## config.mk

```make
export PLATFORM = sky130hd
export DESIGN_NAME = writemg_n_flat
export DESIGN_NICKNAME = d
export VERILOG_FILES = /design/src/rtl/writemg_n_pkg.sv /design/src/rtl/writemg_n_if.sv /design/src/rtl/writemg_bound.sv /design/src/rtl/writemg_n.sv /design/src/flat_wrapper.sv
export SDC_FILE = /design/constraint.sdc
export NUM_CORES = 1
export LEC_CHECK = 0
export BUFFER_PORTS_ARGS = -buffer_cell sky130_fd_sc_hd__buf_2
export CORE_MARGIN = 8
export CORE_UTILIZATION = 52
export DETAILED_ROUTE_END_ITERATION = 7
export PLACE_DENSITY = 0.89
export SETUP_SLACK_MARGIN = 0.5
export SLEW_MARGIN = 20
export SYNTH_ARGS = -nofsm -noshare
export SYNTH_HDL_FRONTEND = slang
export SYNTH_SLANG_ARGS = --single-unit
export TNS_END_PERCENT = 20
```

## constraint.sdc

```tcl
create_clock -name CLK -period 2.5 [get_ports CLK]
set_input_delay 0.375 -clock CLK [delete_from_list [all_inputs] [get_ports CLK]]
set_output_delay 0.375 -clock CLK [all_outputs]
set_load 0.05 [all_outputs]
```

## src/rtl/writemg_n_pkg.sv

```systemverilog
// rtl/writemg_n_pkg.sv - shared defaults and FSM state type for the merge-phase write-block controller
package writemg_n_pkg;

  localparam int DEF_WAY_LOG   = 2;
  localparam int DEF_SORT_ELM  = 4096;
  localparam int DEF_WBLOCKS   = 16;
  localparam int DEF_BLK_LOG   = 7;
  localparam int DEF_MIN_BLOCK = 1;
  localparam int DEF_ADDR_W    = 32;

  typedef enum logic [1:0] {
    FULL   = 2'd0,
    REDUCE = 2'd1,
    FLOOR  = 2'd2
  } wstate_t;

endpackage

```

## src/rtl/writemg_n_if.sv

```systemverilog
// rtl/writemg_n_if.sv - merge-side control/status bundle between the write engine and writemg_n
interface writemg_n_if #(
  parameter int WAYS   = 4,
  parameter int ADDR_W = 32
);

  logic                   pchange;
  logic                   p_last;
  logic                   mgdrive;
  logic [31:0]            elem;
  logic [31:0]            elem_way;
  logic [31:0]            elem_plast;
  logic [ADDR_W-1:0]      w_addr;
  logic [31:0]            w_block;
  logic [WAYS*ADDR_W-1:0] r_endadr;
  logic [WAYS-1:0]        r_endvld;
  logic                   seg_done;

  modport master (
    output pchange, p_last, mgdrive, elem, elem_way, elem_plast, w_addr,
    input  w_block, r_endadr, r_endvld, seg_done
  );

  modport slave (
    input  pchange, p_last, mgdrive, elem, elem_way, elem_plast, w_addr,
    output w_block, r_endadr, r_endvld, seg_done
  );

endinterface

```

## src/rtl/writemg_bound.sv

```systemverilog
// rtl/writemg_bound.sv - parallel segment-boundary comparators, one-hot hit per way
module writemg_bound
  import writemg_n_pkg::*;
#(
  parameter int WAY_LOG  = DEF_WAY_LOG,
  parameter int SORT_ELM = DEF_SORT_ELM
) (
  input  logic [31:0]              elem,
  input  logic                     p_last,
  output logic [(1<<WAY_LOG)-1:0]  hit
);

  localparam int          WAYS = 1 << WAY_LOG;
  localparam logic [31:0] SEG  = 32'(SORT_ELM >> WAY_LOG);

  // In pair-merge mode only every second boundary closes a (doubled) segment.
  for (genvar k = 1; k <= WAYS; k++) begin : g_cmp
    localparam logic [31:0] BND      = 32'(SEG * 32'(k));
    localparam logic        PAIR_END = ((k % 2) == 0);
    assign hit[k-1] = (elem == BND) && (!p_last || PAIR_END);
  end

endmodule

```

## src/rtl/writemg_n.sv

```systemverilog
// rtl/writemg_n.sv - shrinks write bursts near segment ends and snapshots segment end addresses
module writemg_n
  import writemg_n_pkg::*;
#(
  parameter int WAY_LOG   = DEF_WAY_LOG,
  parameter int SORT_ELM  = DEF_SORT_ELM,
  parameter int WBLOCKS   = DEF_WBLOCKS,
  parameter int BLK_LOG   = DEF_BLK_LOG,
  parameter int MIN_BLOCK = DEF_MIN_BLOCK,
  parameter int ADDR_W    = DEF_ADDR_W
) (
  input  logic        CLK,
  input  logic        RSTN,
  writemg_n_if.slave  bus
);

  localparam int          WAYS     = 1 << WAY_LOG;
  localparam logic [31:0] SEG      = 32'(SORT_ELM >> WAY_LOG);
  localparam logic [31:0] LEN_P    = SEG << 1;
  localparam logic [31:0] FULL_ELM = 32'(WBLOCKS << BLK_LOG);
  localparam logic [31:0] THR_N    = (FULL_ELM >= SEG)   ? 32'd0 : SEG - FULL_ELM;
  localparam logic [31:0] THR_P    = (FULL_ELM >= LEN_P) ? 32'd0 : LEN_P - FULL_ELM;
  localparam logic [31:0] WB       = 32'(WBLOCKS);
  localparam logic [31:0] MINB     = 32'(MIN_BLOCK);

  wstate_t                state_q, state_d;
  logic [31:0]            w_block_q, w_block_d;
  logic                   seg_done_q, seg_done_d;
  logic [ADDR_W-1:0]      adr_q [WAYS];
  logic [WAYS-1:0]        vld_q;
  logic [WAYS*ADDR_W-1:0] r_endadr_q;
  logic [WAYS-1:0]        r_endvld_q;

  logic [WAYS-1:0]        hit;
  logic [WAYS-1:0]        cap;
  logic [31:0]            cnt;
  logic [31:0]            thr;
  logic [31:0]            half;

  writemg_bound #(
    .WAY_LOG  (WAY_LOG),
    .SORT_ELM (SORT_ELM)
  ) u_bound (
    .elem   (bus.elem),
    .p_last (bus.p_last),
    .hit    (hit)
  );

  assign cnt  = bus.p_last ? bus.elem_plast : bus.elem_way;
  assign thr  = bus.p_last ? THR_P : THR_N;
  assign half = w_block_q >> 1;

  always_ff @(posedge CLK or negedge RSTN) begin
    if (!RSTN) begin
      state_q    <= FULL;
      w_block_q  <= WB;
      seg_done_q <= 1'b0;
      vld_q      <= '0;
      r_endadr_q <= '0;
      r_endvld_q <= '0;
      for (int k = 0; k < WAYS; k++) adr_q[k] <= '0;
    end else begin
      state_q    <= state_d;
      w_block_q  <= w_block_d;
      seg_done_q <= seg_done_d;
      if (bus.pchange) begin
        for (int k = 0; k < WAYS; k++) r_endadr_q[k*ADDR_W +: ADDR_W] <= adr_q[k];
        r_endvld_q <= vld_q;
        vld_q      <= '0;
      end else begin
        for (int k = 0; k < WAYS; k++) begin
          if (cap[k]) begin
            adr_q[k] <= bus.w_addr;
            vld_q[k] <= 1'b1;
          end
        end
      end
    end
  end

  always_comb begin
    state_d = state_q;
    if (bus.pchange || (|hit)) begin
      state_d = FULL;
    end else begin
      case (state_q)
        FULL:    if (cnt >= thr) state_d = REDUCE;
        REDUCE:  if (bus.mgdrive && half <= MINB) state_d = FLOOR;
        default: state_d = state_q;
      endcase
    end
  end

  // A boundary only records an end address if the segment actually ran short.
  always_comb begin
    w_block_d  = w_block_q;
    seg_done_d = 1'b0;
    cap        = '0;
    if (bus.pchange) begin
      w_block_d = WB;
    end else if (|hit) begin
      w_block_d  = WB;
      seg_done_d = 1'b1;
      if (state_q != FULL) cap = hit;
    end else if (state_q == REDUCE && bus.mgdrive) begin
      w_block_d = (half <= MINB) ? MINB : half;
    end
  end

  assign bus.w_block  = w_block_q;
  assign bus.seg_done = seg_done_q;
  assign bus.r_endadr = r_endadr_q;
  assign bus.r_endvld = r_endvld_q;

endmodule

```

## src/flat_wrapper.sv

```systemverilog
// flat-port wrapper written by rule: the top's interface ports become plain ports
module writemg_n_flat import writemg_n_pkg::*;
#(
  parameter int WAY_LOG   = DEF_WAY_LOG,
  parameter int SORT_ELM  = DEF_SORT_ELM,
  parameter int WBLOCKS   = DEF_WBLOCKS,
  parameter int BLK_LOG   = DEF_BLK_LOG,
  parameter int MIN_BLOCK = DEF_MIN_BLOCK,
  parameter int ADDR_W    = DEF_ADDR_W
)
  (CLK, RSTN, bus_pchange, bus_p_last, bus_mgdrive, bus_elem, bus_elem_way, bus_elem_plast, bus_w_addr, bus_w_block, bus_r_endadr, bus_r_endvld, bus_seg_done);
  writemg_n_if #(.WAYS((4)), .ADDR_W(ADDR_W)) bus_i ();
  input  logic CLK;
  input  logic RSTN;
  input wire logic [$bits(bus_i.pchange)-1:0] bus_pchange;
  input wire logic [$bits(bus_i.p_last)-1:0] bus_p_last;
  input wire logic [$bits(bus_i.mgdrive)-1:0] bus_mgdrive;
  input wire logic [$bits(bus_i.elem)-1:0] bus_elem;
  input wire logic [$bits(bus_i.elem_way)-1:0] bus_elem_way;
  input wire logic [$bits(bus_i.elem_plast)-1:0] bus_elem_plast;
  input wire logic [$bits(bus_i.w_addr)-1:0] bus_w_addr;
  output wire logic [$bits(bus_i.w_block)-1:0] bus_w_block;
  output wire logic [$bits(bus_i.r_endadr)-1:0] bus_r_endadr;
  output wire logic [$bits(bus_i.r_endvld)-1:0] bus_r_endvld;
  output wire logic [$bits(bus_i.seg_done)-1:0] bus_seg_done;
  assign bus_i.pchange = bus_pchange;
  assign bus_i.p_last = bus_p_last;
  assign bus_i.mgdrive = bus_mgdrive;
  assign bus_i.elem = bus_elem;
  assign bus_i.elem_way = bus_elem_way;
  assign bus_i.elem_plast = bus_elem_plast;
  assign bus_i.w_addr = bus_w_addr;
  assign bus_w_block = bus_i.w_block;
  assign bus_r_endadr = bus_i.r_endadr;
  assign bus_r_endvld = bus_i.r_endvld;
  assign bus_seg_done = bus_i.seg_done;
  writemg_n #(.WAY_LOG(WAY_LOG), .SORT_ELM(SORT_ELM), .WBLOCKS(WBLOCKS), .BLK_LOG(BLK_LOG), .MIN_BLOCK(MIN_BLOCK), .ADDR_W(ADDR_W)) u_core (.CLK(CLK), .RSTN(RSTN), .bus(bus_i));
endmodule
```

; ---- After elaboration in Yosys (flattened, before gate mapping)
; Index checks and enable logic that the tools add are counted.
; Widths: inputs -> output; s select.
[word_totals]
output_inout_bits = 165
input_bits = 133
elab_cells = 62
reg_bits = 299
[op_classes]
mux = 19
n_bitwise = 1
order_cmp = 2
reduce_logical = 20
eq_ne = 7
[ops]
columns = op, count
row1 = $mux 32, 4
row2 = $eq 32x12->1 const B, 2
row3 = $eq 32x11->1 const B, 1
row4 = $eq 32x13->1 const B, 1
row5 = $ge 32x1->1 const B, 1
row6 = $le 31x1->1 const B, 1
row7 = $mux 31, 1
row8 = $mux 4, 4
row9 = $reduce_bool 2->1, 5
row10 = $reduce_and 2->1, 4
row11 = $mux 1, 6
row12 = $mux 2, 3
row13 = $ne 3x1->1 const B, 2
row14 = $reduce_bool 3->1, 2
row15 = $logic_and 1x1->1, 4
row16 = $pmux 2 s2, 1
row17 = $reduce_or 4->1, 1
row18 = $reduce_and 3->1, 1
row19 = $eq 2x1->1 const B, 1
row20 = $logic_not 2->1, 1
row21 = $logic_not 1->1, 1
row22 = $logic_or 1x1->1, 1
row23 = $not 1->1, 1

; ---- Depth between registers and ports, before layout
[logic_depth]
ltp_word = 7
ltp_mapped = 6

; ---- By module
; A second synthesis with hierarchy kept.
[hier_totals]
hier_cells = 641
area_unflattened_um2 = 10413.7
[by_module_without_submodules]
columns = mod, instances, seq_area_each_um2, cells_per_inst, area_per_inst_um2
row1 = writemg_n, 1, 6807.8, 620, 10286.1
row2 = writemg_bound, 1, 0.0, 21, 127.6

; ---- Worst setup path before layout
; OpenSTA, ideal clock, no wires.
[synth_path]
path_kind = input port to flip-flop
start = input bus_elem[12]
end = register u_core.adr_q[100] (netlist bit)
setup_slack_ps = 339
setup_time_ps = 125
stages = 5
path_buffers = 1
arrival_time_ps = 2036
path_cell_list = or3b_1 or4_4 nor3_4 buf_6 mux2_2
[synth_between]
elab_chain_cells = 6
word_cells_on_any_way = 11
cone_classes = eq/ne: 4 / mux: 3 / reduce/logical: 4
[synth_rtl]
columns = item, line_no
row1 = "start, declared", flat_wrapper.sv:18  ; input wire logic [$bits(bus_i.elem)-1:0] bus_elem;
row2 = $eq 32x11->1 or $eq 32x12->1 (tied branches), writemg_bound.sv:20  ; assign hit[k-1] = (elem == BND) && (!p_last || PAIR_END);
row3 = $logic_and 1x1->1, writemg_bound.sv:20
row4 = $reduce_or 4->1 or $mux 4 (tied branches), "writemg_n.sv:101, writemg_n.sv:104"
row5 = $mux 4 (*), writemg_n.sv:101  ; end else if (|hit) begin
row6 = $mux 4 (*), writemg_n.sv:99  ; if (bus.pchange) begin
row7 = $reduce_and 2->1 (no source line) (*), -
row8 = "end signal, assigned by index", writemg_n.sv:73  ; adr_q[k] <= bus.w_addr;
row9 = "end, declared", writemg_n.sv:29  ; logic [ADDR_W-1:0] adr_q [WAYS];
; Mark *: on every way between the ends. The rest lies on a longest branch, timed or not.
; A chain may end at the register's enable or synchronous reset.

; ---- Worst setup path in the final report
[layout_path]
start = register u_core.state_q[1]
end = register u_core.adr_q[103] (netlist bit)
[layout_between]
elab_chain_cells = 5
[layout_rtl]
columns = item, line_no
row1 = "start, declared", writemg_n.sv:26  ; wstate_t state_q, state_d;
row2 = "start signal, assigned", writemg_n.sv:63  ; state_q <= state_d;
row3 = $reduce_bool 2->1, writemg_n.sv:104  ; if (state_q != FULL) cap = hit;
row4 = $mux 4, writemg_n.sv:104
row5 = $mux 4, writemg_n.sv:101
row6 = $mux 4, writemg_n.sv:99
row7 = $reduce_and 2->1 (no source line), -
; Every way passes these cells.

==> results.txt <==
FFs w/ async S/R, synth - 100.0%
Reg2reg end - u_core.adr_q[103]
Synth cell count leaders - dfrtp_1 (271), mux2_2 (250), buf_4 (27)
Synth unique cells - 34
R2r setup slk - 0.54 ns
Detailed Routing Iterations Pass 1 - 4
CTS buffer count - 27
Final setup viols - 0
Routed WL per cell - 20.28 um
Slew Viols, Final - 0
GR Layer Usage met2 - 32.21%
GR Util met3 - 4.832%
Part of the cycle the worst path needs - 78.51%
Dpl hpwl - 15.69 mm
Area leader, netlist - dfrtp_1
Crit path depth - 6
Root buf cell - clkbuf_16
Cell area power density - 691.1 nW/um^2
Max_slew headroom - 61.22%
Cells on worst reg2reg path - 6
WS Path Type - flip-flop to flip-flop
ANT nets after route - 0
GRT Resource Usage Total - 18.61%
Clock-pin slew on the worst setup and hold paths - 0.06 ns
Initial cell density of the core - 52.26%
Worst Setup EP - u_core.adr_q[103]
CP max stage delay - 0.45 ns
Worst Setup SP - u_core.state_q[1]
Port Buffers - 206
DRT Wirelength - 23.65 mm
Post-Syn Area - 10440 um^2
Placed instance area - 11830 um^2
Largest net degree at the start of global routing - 93
Leak Pwr - 7.130 nW
CTS tree - done
Clock Tree Buf Depth - 3
Critical path launch point type - flip-flop
Status - finished clean
Die height - 157.7 um
Die footprint - 24860 um^2
Bufs and invs on worst path - 2
CP endpoint kind - flip-flop
Clock Skew - 0.007887 ns
Slowest stage cell, crit path - dfrtp_2
Fin area - 12860 um^2
Tot Pwr - 8.890 mW
Synth warn - 0
Clk_lat worst skew - 0.52 ns
Residual DRC - 0
Hold path startpoint - bus_w_addr[11]
Routed vias/inst - 5.229
# IOs - 298
Least-Margin Pin Slew - 0.5816 ns
Setup total negative slack - 0 ns
CP cell instances - nor2_4 > or4_4 > nor3_4 > buf_12 > buf_12 > mux2_2
Critical path's top delay family - simple AND/OR/NAND/NOR gates
Vias in the first global route - 6764
Flop and latch count out of synthesis - 272
Cell mode on critical path - buf_12
Clock Sink Count - 272
Number of flops mapped to enable cells by yosys - 0
Global route hottest layer - met2
Top-count cell post-synth - dfrtp_1
Peak VDD IR - 0.5347 mV
Nets - 1007
Syn Inst Count - 647
GRT overflow - 0
Initial antenna violation count - 0
Worst hold path type - primary input to flip-flop
Fraction of layout cells with a size suffix above 1 - 59.22%
Maxcap violations - 0
Arrival time worst endpoint - 2.35 ns
Final worst path period need - 1.963 ns
CTS H-Tree Depth - 1
# fillers - 1406
Detailed Route Iter0 Violations - 214
Max frequency - 0.5095 GHz
Crit path max fanout - 9
Sequential cell area fraction in the yosys report - 65.22%
Vias - 6097
First-pass GRT wire length - 36.76 mm
DIE WIDTH - 157.7 um
Avg Cell Area, Syn - 16.13 um^2
Req. time, crit path - 2.89 ns
Unrepaired setup endpoints after global routing - false
Synthesis-to-finish area growth - 23.23%
Synth top area share - 64.96%
R2R Path Start - u_core.state_q[1]
Top_reg_cell synth - dfrtp_1
Row cnt - 52
Final Core Density - 64.40%
Met1 usage - 22.19%
Top post-synthesis cells by area - dfrtp_1 (65%), mux2_2 (27%), buf_4 (1.9%)
Core ar. - 19970 um^2
Fin. Hold Viols - 0
Gp weighted congestion - 0.7935
## state kept, by name, summed over array words and instances (netlist names)
name                 count
u_core.adr_q           128
u_core.state_q           2
u_core.bus.r_endvld      4
u_core.bus.w_block       5
u_core.vld_q             4
u_core.bus.seg_done      1
u_core.bus.r_endadr    128
## metrics by stage
| stage | worst slack [ns] | std cells | hold slack (ns) |
|---|---|---|---|
| after floorplan | 0.3571 | 673 | 0.07941 |
| after global placement | 0.1579 | 1110 | 0.3374 |
| after detailed placement | 0.1424 | 1110 | 0.3401 |
| after CTS | 0.4933 | 1161 | 0.1017 |
| after global routing | 0.4728 | 1165 | 0.1148 |
| final | 0.5373 | 1166 | 0.1263 |
## how the worst min path moves through the flow
stage	to	slack, ns	cells after the start
2_1_floorplan	u_core.adr_q[0]	0.08	0
3_3_place_gp	u_core.bus.r_endadr[124]	0.34	1
3_5_place_dp	u_core.adr_q[124]	0.34	1
4_1_cts	u_core.adr_q[107]	0.10	2
5_1_grt	u_core.adr_q[116]	0.11	2
6_report	u_core.adr_q[107]	0.13	2
## cell families (layout without fill, tap and decap cells)
logic type	Yosys count	count (layout)	synth area share [%]
AO/OA/AOI/OAI	18	18	0.9948
multiplexers	260	260	28.05
buffers and inverters	57	279	3.308
AND/OR/NAND/NOR	38	38	2.313
flip-flops	272	272	65.22
other	1	28	0.03592
XOR/XNOR	1	1	0.08392
## cell type report
cell class,count,area (um^2),area share [%]
clock buffers,42,822.0,6.390
flip-flops and latches,272,6809,52.93
inverters,2,7.507,0.05836
multi-input cells,344,3411,26.51
clock inverters,8,98.84,0.7684
diodes,1,2.502,0.01945
well taps,270,337.8,2.626
repair buffers,227,1375,10.69
## routing by layer
layer	wire (um)	share of wire (%)
met5	0	0
met3	1853	7.8
met1	9335	39
met2	11790	50
met4	673	2.8
## where the power goes
part	internal, mW	total [mW]	switching, mW	leakage, nW
Combinational	0.105	0.400	0.295	2.89
Clock	2.46	4.07	1.61	0.449
Sequential	4.41	4.41	0.00636	3.79
Total	6.98	8.89	1.91	7.13
## cells in the final DEF (no fill, tap or decap), types with 8 or more instances in the layout
master	netlist	layout
dfrtp_1	271	270
mux2_2	250	250
buf_2	6	204
clkbuf_16	0	29
conb_1	1	27
mux2_1	10	10
clkbuf_8	0	9
buf_12	0	9
buf_4	27	8
## timing repair
item,4_1_cts,5_1_grt
pin swaps,0,1
setup endpoints to repair,33,128
cloned,0,2
setup buffers,0,2
hold endpoints to repair,54,0
hold buffers,1,0
resized for setup,1,4
No activity file was read; power rests on OpenSTA's default activity.
